### src/rtl/uart_pkg.sv
// Shared types and constants for the UART receive-side word packer.
package uart_pkg;

  localparam int BYTE_W = 8;

  typedef enum logic [1:0] {
    ACCUM,
    CLOSE1,
    CLOSE2
  } pack_state_t;

endpackage

### src/rtl/rx_word_fifo.sv
// Synchronous first-word-fall-through FIFO; the head entry is read combinationally from storage.
module rx_word_fifo #(
  parameter int WIDTH = 33,
  parameter int DEPTH = 16
) (
  input  logic             clk,
  input  logic             rst,
  input  logic             push,
  input  logic [WIDTH-1:0] wr_data,
  input  logic             pop,
  output logic [WIDTH-1:0] rd_data,
  output logic             full,
  output logic             empty
);

  localparam int AW = $clog2(DEPTH);

  logic [WIDTH-1:0] mem [DEPTH];
  logic [AW:0]      wr_ptr;
  logic [AW:0]      rd_ptr;
  logic             do_push;
  logic             do_pop;

  assign empty   = (wr_ptr == rd_ptr);
  assign full    = (wr_ptr[AW] != rd_ptr[AW]) && (wr_ptr[AW-1:0] == rd_ptr[AW-1:0]);
  assign do_pop  = pop && !empty;
  // A pop in the same cycle frees the slot, so a push into a full FIFO still lands.
  assign do_push = push && (!full || do_pop);
  assign rd_data = mem[rd_ptr[AW-1:0]];

  always_ff @(posedge clk or posedge rst) begin
    if (rst) begin
      wr_ptr <= '0;
      rd_ptr <= '0;
    end else begin
      if (do_push) wr_ptr <= wr_ptr + 1'b1;
      if (do_pop)  rd_ptr <= rd_ptr + 1'b1;
    end
  end

  always_ff @(posedge clk) begin
    if (do_push) mem[wr_ptr[AW-1:0]] <= wr_data;
  end

endmodule

### src/rtl/uart_word_packer.sv
// Packs UART bytes into little-endian words, marks the final word of each frame, buffers in a FIFO.
module uart_word_packer
  import uart_pkg::*;
#(
  parameter int WORD_BYTES = 4,
  parameter int FIFO_DEPTH = 16
) (
  input  logic                         clk,
  input  logic                         rst,
  input  logic [BYTE_W-1:0]            s_data,
  input  logic                         s_valid,
  input  logic                         s_end,
  output logic [BYTE_W*WORD_BYTES-1:0] m_data,
  output logic                         m_valid,
  input  logic                         m_ready,
  output logic                         m_last,
  output logic [15:0]                  frame_cnt,
  output logic                         overflow,
  output logic                         drop_err
);

  localparam int WW   = BYTE_W * WORD_BYTES;
  localparam int BC_W = $clog2(WORD_BYTES);
  localparam logic [BC_W-1:0] LAST_IDX = BC_W'(WORD_BYTES - 1);

  pack_state_t     state, state_n;
  logic [BC_W-1:0] byte_cnt, byte_cnt_n;
  logic [WW-1:0]   acc, acc_n;
  logic [WW-1:0]   staged, staged_n;
  logic            staged_valid, staged_valid_n;
  logic            end_pend, end_pend_n;
  logic [15:0]     frame_cnt_n;
  logic            drop_err_n;
  logic [WW-1:0]   pad_word;

  logic            push;
  logic            push_last;
  logic            pop;
  logic [WW:0]     head;
  logic            fifo_full;
  logic            fifo_empty;

  // Partial word at close: keep only the bytes received so far, older bytes above are stale.
  always_comb begin
    pad_word = '0;
    for (int i = 0; i < WORD_BYTES; i++) begin
      if (i < int'(byte_cnt)) pad_word[i*BYTE_W +: BYTE_W] = acc[i*BYTE_W +: BYTE_W];
    end
  end

  always_comb begin
    state_n        = state;
    byte_cnt_n     = byte_cnt;
    acc_n          = acc;
    staged_n       = staged;
    staged_valid_n = staged_valid;
    end_pend_n     = end_pend;
    frame_cnt_n    = frame_cnt;
    drop_err_n     = drop_err;
    push           = 1'b0;
    push_last      = 1'b0;
    case (state)
      ACCUM: begin
        if (s_valid) begin
          acc_n[int'(byte_cnt)*BYTE_W +: BYTE_W] = s_data;
          if (byte_cnt == LAST_IDX) begin
            byte_cnt_n     = '0;
            push           = staged_valid;
            staged_n       = {s_data, acc[BYTE_W*(WORD_BYTES-1)-1:0]};
            staged_valid_n = 1'b1;
          end else begin
            byte_cnt_n = byte_cnt + BC_W'(1);
          end
        end
        if (end_pend) begin
          end_pend_n = 1'b0;
          state_n    = CLOSE1;
        end else if (s_end) begin
          end_pend_n = 1'b1;
        end
      end
      CLOSE1: begin
        if (byte_cnt != '0) begin
          push           = staged_valid;
          staged_n       = pad_word;
          staged_valid_n = 1'b1;
          byte_cnt_n     = '0;
          acc_n          = '0;
        end
        if (s_valid) drop_err_n = 1'b1;
        state_n = CLOSE2;
      end
      CLOSE2: begin
        if (staged_valid) begin
          push           = 1'b1;
          push_last      = 1'b1;
          staged_valid_n = 1'b0;
          frame_cnt_n    = frame_cnt + 16'd1;
        end
        if (s_valid) drop_err_n = 1'b1;
        state_n = ACCUM;
      end
      default: state_n = ACCUM;
    endcase
  end

  always_ff @(posedge clk or posedge rst) begin
    if (rst) begin
      state        <= ACCUM;
      byte_cnt     <= '0;
      acc          <= '0;
      staged       <= '0;
      staged_valid <= 1'b0;
      end_pend     <= 1'b0;
      frame_cnt    <= '0;
      drop_err     <= 1'b0;
      overflow     <= 1'b0;
    end else begin
      state        <= state_n;
      byte_cnt     <= byte_cnt_n;
      acc          <= acc_n;
      staged       <= staged_n;
      staged_valid <= staged_valid_n;
      end_pend     <= end_pend_n;
      frame_cnt    <= frame_cnt_n;
      drop_err     <= drop_err_n;
      if (push && fifo_full && !pop) overflow <= 1'b1;
    end
  end

  assign pop = m_ready && !fifo_empty;

  rx_word_fifo #(
    .WIDTH (WW + 1),
    .DEPTH (FIFO_DEPTH)
  ) u_fifo (
    .clk     (clk),
    .rst     (rst),
    .push    (push),
    .wr_data ({push_last, staged}),
    .pop     (pop),
    .rd_data (head),
    .full    (fifo_full),
    .empty   (fifo_empty)
  );

  assign m_valid = !fifo_empty;
  assign m_data  = fifo_empty ? '0 : head[WW-1:0];
  assign m_last  = fifo_empty ? 1'b0 : head[WW];

endmodule

### config.mk
export PLATFORM = sky130hd
export DESIGN_NAME = uart_word_packer
export DESIGN_NICKNAME = d
export VERILOG_FILES = /design/src/rtl/uart_pkg.sv /design/src/rtl/rx_word_fifo.sv /design/src/rtl/uart_word_packer.sv
export SDC_FILE = /design/constraint.sdc
export NUM_CORES = 1
export LEC_CHECK = 0
export ABC_AREA = 1
export ABC_CLOCK_PERIOD_IN_PS = 7130
export BUFFER_PORTS_ARGS = -buffer_cell sky130_fd_sc_hd__buf_2
export CAP_MARGIN = 20
export CORE_AREA = 3 3 265 267
export DETAILED_ROUTE_END_ITERATION = 16
export DIE_AREA = 0 0 268 270
export SYNTH_ARGS = -nofsm -noshare
export SYNTH_HDL_FRONTEND = slang
export SYNTH_SLANG_ARGS = --single-unit
### constraint.sdc
create_clock -name clk -period 7.13 [get_ports clk]
set_input_delay 1.0695 -clock clk [delete_from_list [all_inputs] [get_ports clk]]
set_output_delay 1.0695 -clock clk [all_outputs]
set_load 0.01 [all_outputs]
## After elaboration in Yosys (flattened, before gate mapping)

Memories as Yosys holds them, arrays and structs flattened.
Cells that the tools add are included.
Widths: inputs -> output; s select.

| storage, ports and cells | value |
|---|---|
| bits in registers | 98 |
| RAM bits | 528 |
| memories kept | 1 |

| cells by class | value |
|---|---|
| add/sub/neg operators | 5 |
| $lt $le $gt $ge | 3 |
| equal/unequal tests | 10 |
| shift operators | 2 |
| muxes and demuxes | 33 |
| reduce and logical (&&, ||, !) cells | 20 |

Memories:

| memory | words | bits a word | rd ports | clocked after memory_dff | write ports | line | text |
|---|---|---|---|---|---|---|---|
| u_fifo.mem | 16 | 33 | 1 | 0 | 1 | rx_word_fifo.sv:18 | `logic [WIDTH-1:0] mem [DEPTH];` |

Operators with widths:

| kind | count |
|---|---|
| $mux 32 | 6 |
| $pmux 32 s2 | 2 |
| $neg 5->33 | 1 |
| $shift 8x33->32 const A | 1 |
| $shiftx 8x33->32 | 1 |
| $bwmux 32 | 1 |
| $mux 8 | 3 |
| $add 16x1->16 const B | 1 |
| $mux 1 | 13 |
| $add 5x1->5 const B | 2 |
| $mux 2 | 4 |
| $ne 2x2->1 const B | 4 |
| $pmux 2 s2 | 2 |
| $reduce_and 4->1 | 2 |
| $logic_and 1x1->1 | 6 |
| $pmux 1 s3 | 2 |
| $eq 5x5->1 | 1 |
| $eq 2x2->1 const B | 2 |
| $eq 4x4->1 | 1 |
| $lt 1x2->1 const A | 2 |
| $reduce_and 2->1 | 2 |
| $reduce_bool 2->1 | 2 |
| $logic_not 1->1 | 3 |
| $reduce_and 3->1 | 1 |
| 8 further kinds | 8 |

## Logic depth before layout (Yosys ltp)

Gate-level depths: netlist of the first run.

| logic depth | value |
|---|---|
| depth after elaboration | 8 |
| mapped depth | 12 |
| depth with buffers taken out | 11 |

## By module

Synthesis of the first run repeated with hierarchy kept, for this count alone.

| unflattened totals | value |
|---|---|
| cell total of the unflattened synthesis | 2,210 |
| area total of the unflattened synthesis | 25,404.4 µm² |

Modules (own cells, without submodules):

| module | instances | cells an instance | area each (µm²) |
|---|---|---|---|
| rx_word_fifo | 1 | 1,718 | 21,455.6 |
| uart_word_packer | 1 | 492 | 3,948.8 |

## Worst setup path after synthesis of the first run

No wires, ideal clock.

| timing path | value |
|---|---|
| path kind | in2reg |
| start | input port s_valid |
| end | memory u_fifo.mem[10][0], enable pin |
| arrival time | 3,073 ps |
| slack | 3,634 ps |
| stages | 7 |
| path buffers | 1 |
| cell sequence | nand2_1 nor2_1 nor3_2 nor2_4 nand2_2 buf_4 nor2_1 |

| on the way | value |
|---|---|
| longest elaborated chain between the ends | 5 |

RTL lines:

| what | line | text |
|---|---|---|
| from (decl) | uart_word_packer.sv:11 | `input logic s_valid,` |
| $mux 1 | uart_word_packer.sv:64 | `if (s_valid) begin` |
| $pmux 1 s3 | uart_word_packer.sv:62 | `case (state)` |
| $logic_and 1x1->1 | rx_word_fifo.sv:28 | `assign do_push = push && (!full \|\| do_pop);` |
| $mux 1 | rx_word_fifo.sv:42 | `if (do_push) mem[wr_ptr[AW-1:0]] <= wr_data;` |
| $mux 1 (not written as such) | rx_word_fifo.sv:42 |  |
| to (decl) | rx_word_fifo.sv:18 |  |

Every way passes these cells.

## Worst setup path in the final report of the first run

| timing path | value |
|---|---|
| start | register u_fifo.rd_ptr[0] |
| end | output port m_data[9] |

| on the way | value |
|---|---|
| longest elaborated chain between the ends | 2 |
| elaborated cells on any way between the ends | 3 |
| classes of those cells | 1 x eq/ne; 1 x mux; 1 x memory |

RTL lines:

| what | line | text |
|---|---|---|
| from (decl) | rx_word_fifo.sv:20 | `logic [AW:0] rd_ptr;` |
| from (signal assigned) | rx_word_fifo.sv:37 | `if (do_pop) rd_ptr <= rd_ptr + 1'b1;` |
| $mem_v2 16x33 / $eq 5x5->1 (equally long branches) | -- |  |
| $mux 32 (*) | uart_word_packer.sv:148 | `assign m_data = fifo_empty ? '0 : head[WW-1:0];` |
| to (decl) | uart_word_packer.sv:13 | `output logic [BYTE_W*WORD_BYTES-1:0] m_data,` |

Mark *: on every way between the ends. The rest lies on a longest branch, timed or not.

==> results.sh, run 1 <==
export IMPL_timing_max_cap_violations=0
export IMPL_unrepaired_setup_endpoints_after_global_routing="false"
export IMPL_power_per_cell_area_mw_per_mm2=412.2
export IMPL_setup_ws_ns=2.621
export IMPL_total_leakage_power_nw=13.23
export IMPL_totalPowerFinal_w=0.01259
export IMPL_finalNonFillerCells=3693
export IMPL_vias_in_the_first_global_route=17444
export IMPL_detail_route_first_pass_iterations=5
export IMPL_detail_route_vias_per_cell=4.946
export IMPL_grt_max_degree=202
export IMPL_io_pins=65
export IMPL_multi_input_comb_area_mm2=0.007012
export IMPL_fin_worst_skew_ns=0.03225
export IMPL_critical_path_max_stage_delay_ns=0.65
export IMPL_htree_num_levels=3
export IMPL_drv_slew=0
export IMPL_number_of_buffers_inserted_by_hold_repair_at_cts=0
export IMPL_tritoncts="built"
export IMPL_worst_setup_sp="u_fifo.rd_ptr[0]"
export IMPL_postSynthCellCount=2721
export IMPL_cp_required_ns=6.06
export IMPL_final_layout_size_suffix_gt1_share_pct=9.324
export IMPL_width_of_the_die_um=268
export IMPL_regToRegEndpoint="u_fifo.mem[7][29]"
export IMPL_buf_inv_on_cp=3
export IMPL_worstSetupPathType="flop to output port"
export IMPL_timing_rr_start="state[1]"
export IMPL_critPathArrivalTime_ns=3.44
export IMPL_core_mm2=0.06835
export IMPL_startpoint_type="flop"
export IMPL_synthesis_nets=2749
export IMPL_remaining_routing_drc_violations=0
export IMPL_synthDistinctLibCells=36
export IMPL_nNetsFinal=2789
export IMPL_register_area_mm2=0.01812
export IMPL_cts_buffers_inserted=66
export IMPL_mapped_avg_cell_area_um2=10.01
export IMPL_reg2reg_setup_slack_ns=3.24
export IMPL_crit_path_max_fanout=166
export IMPL_grt_overflow_total=0
export IMPL_path_clk_slew_ns=0.06
export IMPL_die_h_um=270
export IMPL_fin_hold_ws_ns=0.4634
export IMPL_critical_path_endpoint="m_data[9]"
export IMPL_dr_total_vias=18265
export IMPL_critPathCaptureType="output port"
export IMPL_placed_cells_incl_taps=3571
export IMPL_timing_final_crit_share_pct=63.25
export IMPL_groute_usage_overall_pct=18.56
export IMPL_num_fill_cells=6308
export IMPL_clk_insertion_delay_late_ns=0.60
export IMPL_clock_sink_count=618
export IMPL_maxClockFrequency_ghz=0.2218
export IMPL_floorplan_initialDensity_pct=39.85
export IMPL_ys_warnings_count=0
export IMPL_outcome="finished, final reports clean"
export IMPL_slowest_stage="sky130_fd_sc_hd__buf_4"
export IMPL_maxSlewHeadroom_pct=25.31
export IMPL_gp_congestion=0.8354
export IMPL_critical_path_top_delay_family="buffers and inverters"
export IMPL_detailed_place_hpwl_um=39010
export IMPL_reg2reg_depth=9
export IMPL_post_placement_setup_slack_ns=3.155
export IMPL_layout_area_overhead_vs_synth_pct=12.17
export IMPL_antenna_violating_nets_post_route=0
export IMPL_core_rowCount=96
export IMPL_min_path_type="flop to flop"
export IMPL_dr_first_iter_drc_count=1624
export IMPL_finalSetupTns_ns=0
export IMPL_grt_antenna_before_repair=1
export IMPL_critical_path_depth=9
export IMPL_peakVddDrop_uv=460.3
export IMPL_finalWirelength_um=66970
export IMPL_routed_wire_length_per_instance_um=18.13
export IMPL_layout_min_cycle_time_ns=4.509
export IMPL_cts_setup_buffers=0
export IMPL_floorplan_die_area_mm2=0.07236
export IMPL_crit_path_cell_trace="inv_8, buf_4, nand2_1, nand2_1, nand2_1, nand3_1, nand3_1, a21oi_2, buf_2"
export IMPL_cts_root_buf="sky130_fd_sc_hd__clkbuf_16"
export IMPL_netlist_area_mm2=0.02724
export IMPL_post_cts_resized=0
export IMPL_synth_seq_cells=618
export IMPL_grt_first_pass_wirelength_um=103200
export IMPL_worst_slew_pin_transition_ns=1.120
export IMPL_ys_seq_area_share_pct=66.48
export IMPL_setup_viol_count_final=0
export IMPL_dominant_cell_type_by_count_on_the_critical_path="sky130_fd_sc_hd__nand2_1"
export IMPL_clk_path_buf_depth=3
export IMPL_finalHoldViolCount=0
export IMPL_portBuffers=64
## state kept, by name (all words and copies together), names as in the netlist
signal	count
u_fifo.rd_ptr	5
end_pend	1
byte_cnt	2
staged_valid	1
acc	24
state	2
staged	32
frame_cnt	16
overflow	1
u_fifo.wr_ptr	5
u_fifo.mem	528
drop_err	1
## power breakdown
part	leakage (nW)	internal, W	switching, W
Combinational	6.19	0.00122	0.00286
Clock	0.973	0.00182	0.00139
Sequential	6.06	0.00464	0.000664
## cells by family after synthesis
logic type                 after synthesis  synth area share [%]
AOI/OAI and AO/OA                      104                 2.471
xor gates and xnor gates                21                0.6753
adders and majority gates               15                0.6890
buffers and inverters                  542                 8.250
DFF                                    618                 66.48
and+or+nand+nor                       1421                 21.44
## layout by cell type (no fill, tap or decap), drive strengths merged
cell type,Yosys,routed
o21a,8,8
diode,0,1
clkbuf,20,85
a21o,1,1
ha,15,15
edfxtp,528,528
nor3,5,5
o31ai,1,1
buf,102,94
nand2,1061,1061
inv,419,422
o211ai,1,1
bufinv,0,2
nor2,53,53
xor2,12,12
xnor2,9,9
nand4,3,3
a31oi,1,1
clkinv,1,24
o21ai,55,55
dfrtp,90,90
clkinvlp,0,4
nand3,299,299
a21oi,37,37
## layout make-up
type / instances / area share, %
Sequential cell: 618 / 59.29
Tap cell: 882 / 3.612
Clock buffer: 85 / 5.741
Multi-Input combinational cell: 1561 / 22.95
Timing Repair Buffer: 94 / 2.359
Antenna cell: 1 / 0.008190
Clock inverter: 32 / 0.8272
Inverter: 420 / 5.209
## cells in the mapped netlist, drive strengths merged
library cell,number,area share [%]
a21o,1,0.028
a21oi,37,1.1
a31oi,1,0.023
buf,102,2.2
clkbuf,20,0.28
clkinv,1,0.014
dfrtp,90,8.3
edfxtp,528,58
ha,15,0.69
inv,419,5.8
nand2,1061,15
nand3,299,5.6
nand4,3,0.069
nor2,53,0.94
nor3,5,0.13
o211ai,1,0.028
o21a,8,0.22
o21ai,55,1.0
o31ai,1,0.028
xnor2,9,0.29
xor2,12,0.39
## per-layer routing
metal / GRT usage, % / vias to the layer above / share of wire, %
li1: - / 8770 / -
met1: 26.55 / 8822 / 45
met2: 28.84 / 583 / 46
met3: 3.325 / 90 / 7.0
met4: 5.769 / 0 / 2.3
met5: 0 / - / 0
## per-stage QoR
stage	utilization, %	area [um^2]
after floorplan	-	27240
after global placement	41.42	28310
after detailed placement	41.60	28430
after CTS	44.54	30440
after global routing	44.70	30550
final	44.70	30550
## how the worst min path moves through the flow
stage | start | end | slack, ns | cells after the start
6_report | drop_err | drop_err | 0.46 | 1
5_1_grt | drop_err | drop_err | 0.48 | 1
4_1_cts | drop_err | drop_err | 0.46 | 1
3_5_place_dp | drop_err | drop_err | 0.44 | 1
3_3_place_gp | drop_err | drop_err | 0.44 | 1
2_1_floorplan | acc[10] | acc[10] | 0.45 | 2
Note: power is estimated with default switching activity, not from simulation.
==> run 2: changes to the inputs <==
--- a/config.mk
+++ b/config.mk
@@ -6,7 +6,7 @@
 export NUM_CORES = 1
 export LEC_CHECK = 0
 export ABC_AREA = 1
-export ABC_CLOCK_PERIOD_IN_PS = 7130
+export ABC_CLOCK_PERIOD_IN_PS = 3700
 export BUFFER_PORTS_ARGS = -buffer_cell sky130_fd_sc_hd__buf_2
 export CAP_MARGIN = 20
 export CORE_AREA = 3 3 265 267
==> constraint.sdc (replaced) <==
create_clock -name clk -period 3.7 [get_ports clk]
set_input_delay 0.555 -clock clk [delete_from_list [all_inputs] [get_ports clk]]
set_output_delay 0.555 -clock clk [all_outputs]
set_load 0.01 [all_outputs]
==> run 2 against run 1 <==
Setup slack worse by 2.3 ns. Utilization up 0.25 points. Clock power rose by 100%. Sequential share of layout area down 0.33 points. Via count down 1.7%. Sequential cell count did not move. Design area up 0.56%. Sequential power increased by 94%. Non-clock buffer count rose by 18. Combinational power grew 98%. Critical path type unchanged. Critical endpoint is now m_data[30].
==> results.sh, run 2 (synthesized netlist as in run 1, its figures left out) <==
export IMPL_outcome="finished, final reports clean"
export IMPL_tritoncts="built"
export IMPL_io_pins=65
export IMPL_unrepaired_setup_endpoints_after_global_routing="false"
export IMPL_remaining_routing_drc_violations=0
export IMPL_routed_wire_length_per_instance_um=17.50
export IMPL_post_cts_resized=0
export IMPL_portBuffers=64
export IMPL_grt_antenna_before_repair=1
export IMPL_timing_rr_start="state[1]"
export IMPL_htree_num_levels=3
export IMPL_nNetsFinal=2807
export IMPL_finalHoldViolCount=0
export IMPL_cts_buffers_inserted=66
export IMPL_peakVddDrop_uv=866.3
export IMPL_number_of_buffers_inserted_by_hold_repair_at_cts=0
export IMPL_die_h_um=270
export IMPL_number_of_flip_flops_under_the_largest_register_name=528
export IMPL_floorplan_die_area_mm2=0.07236
export IMPL_finalInstanceArea_mm2=0.03072
export IMPL_layout_cells_most_common="sky130_fd_sc_hd__nand2_1"
export IMPL_path_clk_slew_ns=0.06
export IMPL_totalPowerFinal_w=0.02486
export IMPL_startpoint_type="flop"
export IMPL_dr_first_iter_drc_count=1573
export IMPL_layout_area_overhead_vs_synth_pct=12.79
export IMPL_setup_viol_count_final=0
export IMPL_grt_overflow_total=0
export IMPL_finalSetupTns_ns=0
export IMPL_critPathCaptureType="output port"
export IMPL_multi_input_comb_area_mm2=0.007012
export IMPL_maxClockFrequency_ghz=0.2932
export IMPL_detail_route_first_pass_iterations=6
export IMPL_worst_setup_sp="u_fifo.rd_ptr[0]"
export IMPL_layout_min_cycle_time_ns=3.410
export IMPL_groute_usage_overall_pct=18.08
export IMPL_register_area_mm2=0.01812
export IMPL_timing_final_crit_share_pct=92.17
export IMPL_fin_worst_skew_ns=0.02321
export IMPL_core_rowCount=96
export IMPL_dpl_cell_area_mm2=0.02861
export IMPL_width_of_the_die_um=268
export IMPL_clock_sink_count=618
export IMPL_clk_path_buf_depth=3
export IMPL_detail_route_vias_per_cell=4.840
export IMPL_fin_util_pct=44.95
export IMPL_power_per_cell_area_mw_per_mm2=809.3
export IMPL_cts_setup_buffers=0
export IMPL_num_fill_cells=6312
export IMPL_gp_congestion=0.8604
export IMPL_cp_required_ns=3.14
export IMPL_min_path_type="input port to asynchronous set/reset pin"
export IMPL_timing_max_cap_violations=0
export IMPL_worstSetupPathType="flop to output port"
export IMPL_cts_root_buf="sky130_fd_sc_hd__clkbuf_16"
export IMPL_grt_first_pass_wirelength_um=101700
export IMPL_maxSlewHeadroom_pct=31.83
export IMPL_finalWirelength_um=64900
export IMPL_final_layout_size_suffix_gt1_share_pct=9.841
export IMPL_grt_max_degree=202
export IMPL_crit_path_max_fanout=201
export IMPL_drv_slew=0
export IMPL_critPathArrivalTime_ns=2.86
export IMPL_antenna_violating_nets_post_route=0
export IMPL_detailed_place_hpwl_um=40680
export IMPL_worst_slew_pin_transition_ns=1.022
export IMPL_vias_in_the_first_global_route=17573
export IMPL_floorplan_initialDensity_pct=39.85
export IMPL_total_leakage_power_nw=13.37
export IMPL_dr_total_vias=17948
export IMPL_layout_cells_most_common_list="1057 x sky130_fd_sc_hd__nand2_1, 528 x sky130_fd_sc_hd__edfxtp_1, 411 x sky130_fd_sc_hd__inv_1"
export IMPL_core_mm2=0.06835
export IMPL_clk_insertion_delay_late_ns=0.59
[run 2: cell types whose count changed in the layout (fill, tap and decap cells not counted), sizes merged]
cell and change:
clkinvlp -3, buf +18, bufinv +5, clkbuf -2, clkinv -3
[run 2: routing by layer]
| metal | up-vias | global-route usage [%] | wire (um) |
|---|---|---|---|
| met5 | - | 0 | 0 |
| met4 | 0 | 5.181 | 1400 |
| met3 | 89 | 2.879 | 4210 |
| met2 | 537 | 27.46 | 29120 |
| met1 | 8539 | 26.87 | 30170 |
| li1 | 8783 | - | - |
[run 2: path summary, 6_finish.rpt]
check                      slack, ns  cells after the start                 end
max                             0.29                      8          m_data[30]
min                             0.18                      2           staged[8]
max reg2reg                     0.70                     10  u_fifo.mem[14][24]
min reg2reg                     0.46                      1            drop_err
max in group asynchronous       2.71                      3        frame_cnt[5]
min in group clk                0.22                      3            end_pend
[run 2: cell type report]
cell class | instances | share of cell area (%)
clock buffer | 83 | 5.718
sequential | 618 | 58.97
antenna | 1 | 0.008145
inverter | 420 | 5.180
timing repair buffer | 112 | 2.631
clock inverter | 31 | 1.083
multi-input combinational | 1561 | 22.82
tap | 882 | 3.592
[run 2: stage by stage]
stage / std cells / hold WS [ns] / setup WS [ns]
2_1_floorplan: 2721 / 0.4493 / 0.4911
3_3_place_gp: 3590 / 0.4384 / 0.8133
3_5_place_dp: 3592 / 0.4473 / 0.7549
4_1_cts: 3706 / 0.1938 / 0.2992
5_1_grt: 3707 / 0.2384 / 0.1586
6_report: 3708 / 0.1816 / 0.2899
[run 2: where the power goes]
part	total (W)	switching (W)	internal, W
Combinational	0.00806	0.00561	0.00246
Sequential	0.0103	0.00139	0.00895
Clock	0.00645	0.00261	0.00384
[run 2: critical path: stages, from the launching register on]
cell and delay (ns):
sky130_fd_sc_hd__dfrtp_4 0.48, sky130_fd_sc_hd__buf_12 0.63, sky130_fd_sc_hd__nand2_1 0.10, sky130_fd_sc_hd__nand2_1 0.11, sky130_fd_sc_hd__nand2_1 0.06, sky130_fd_sc_hd__nand3_1 0.16
sky130_fd_sc_hd__nand3_1 0.20, sky130_fd_sc_hd__a21oi_2 0.20, sky130_fd_sc_hd__buf_2 0.15
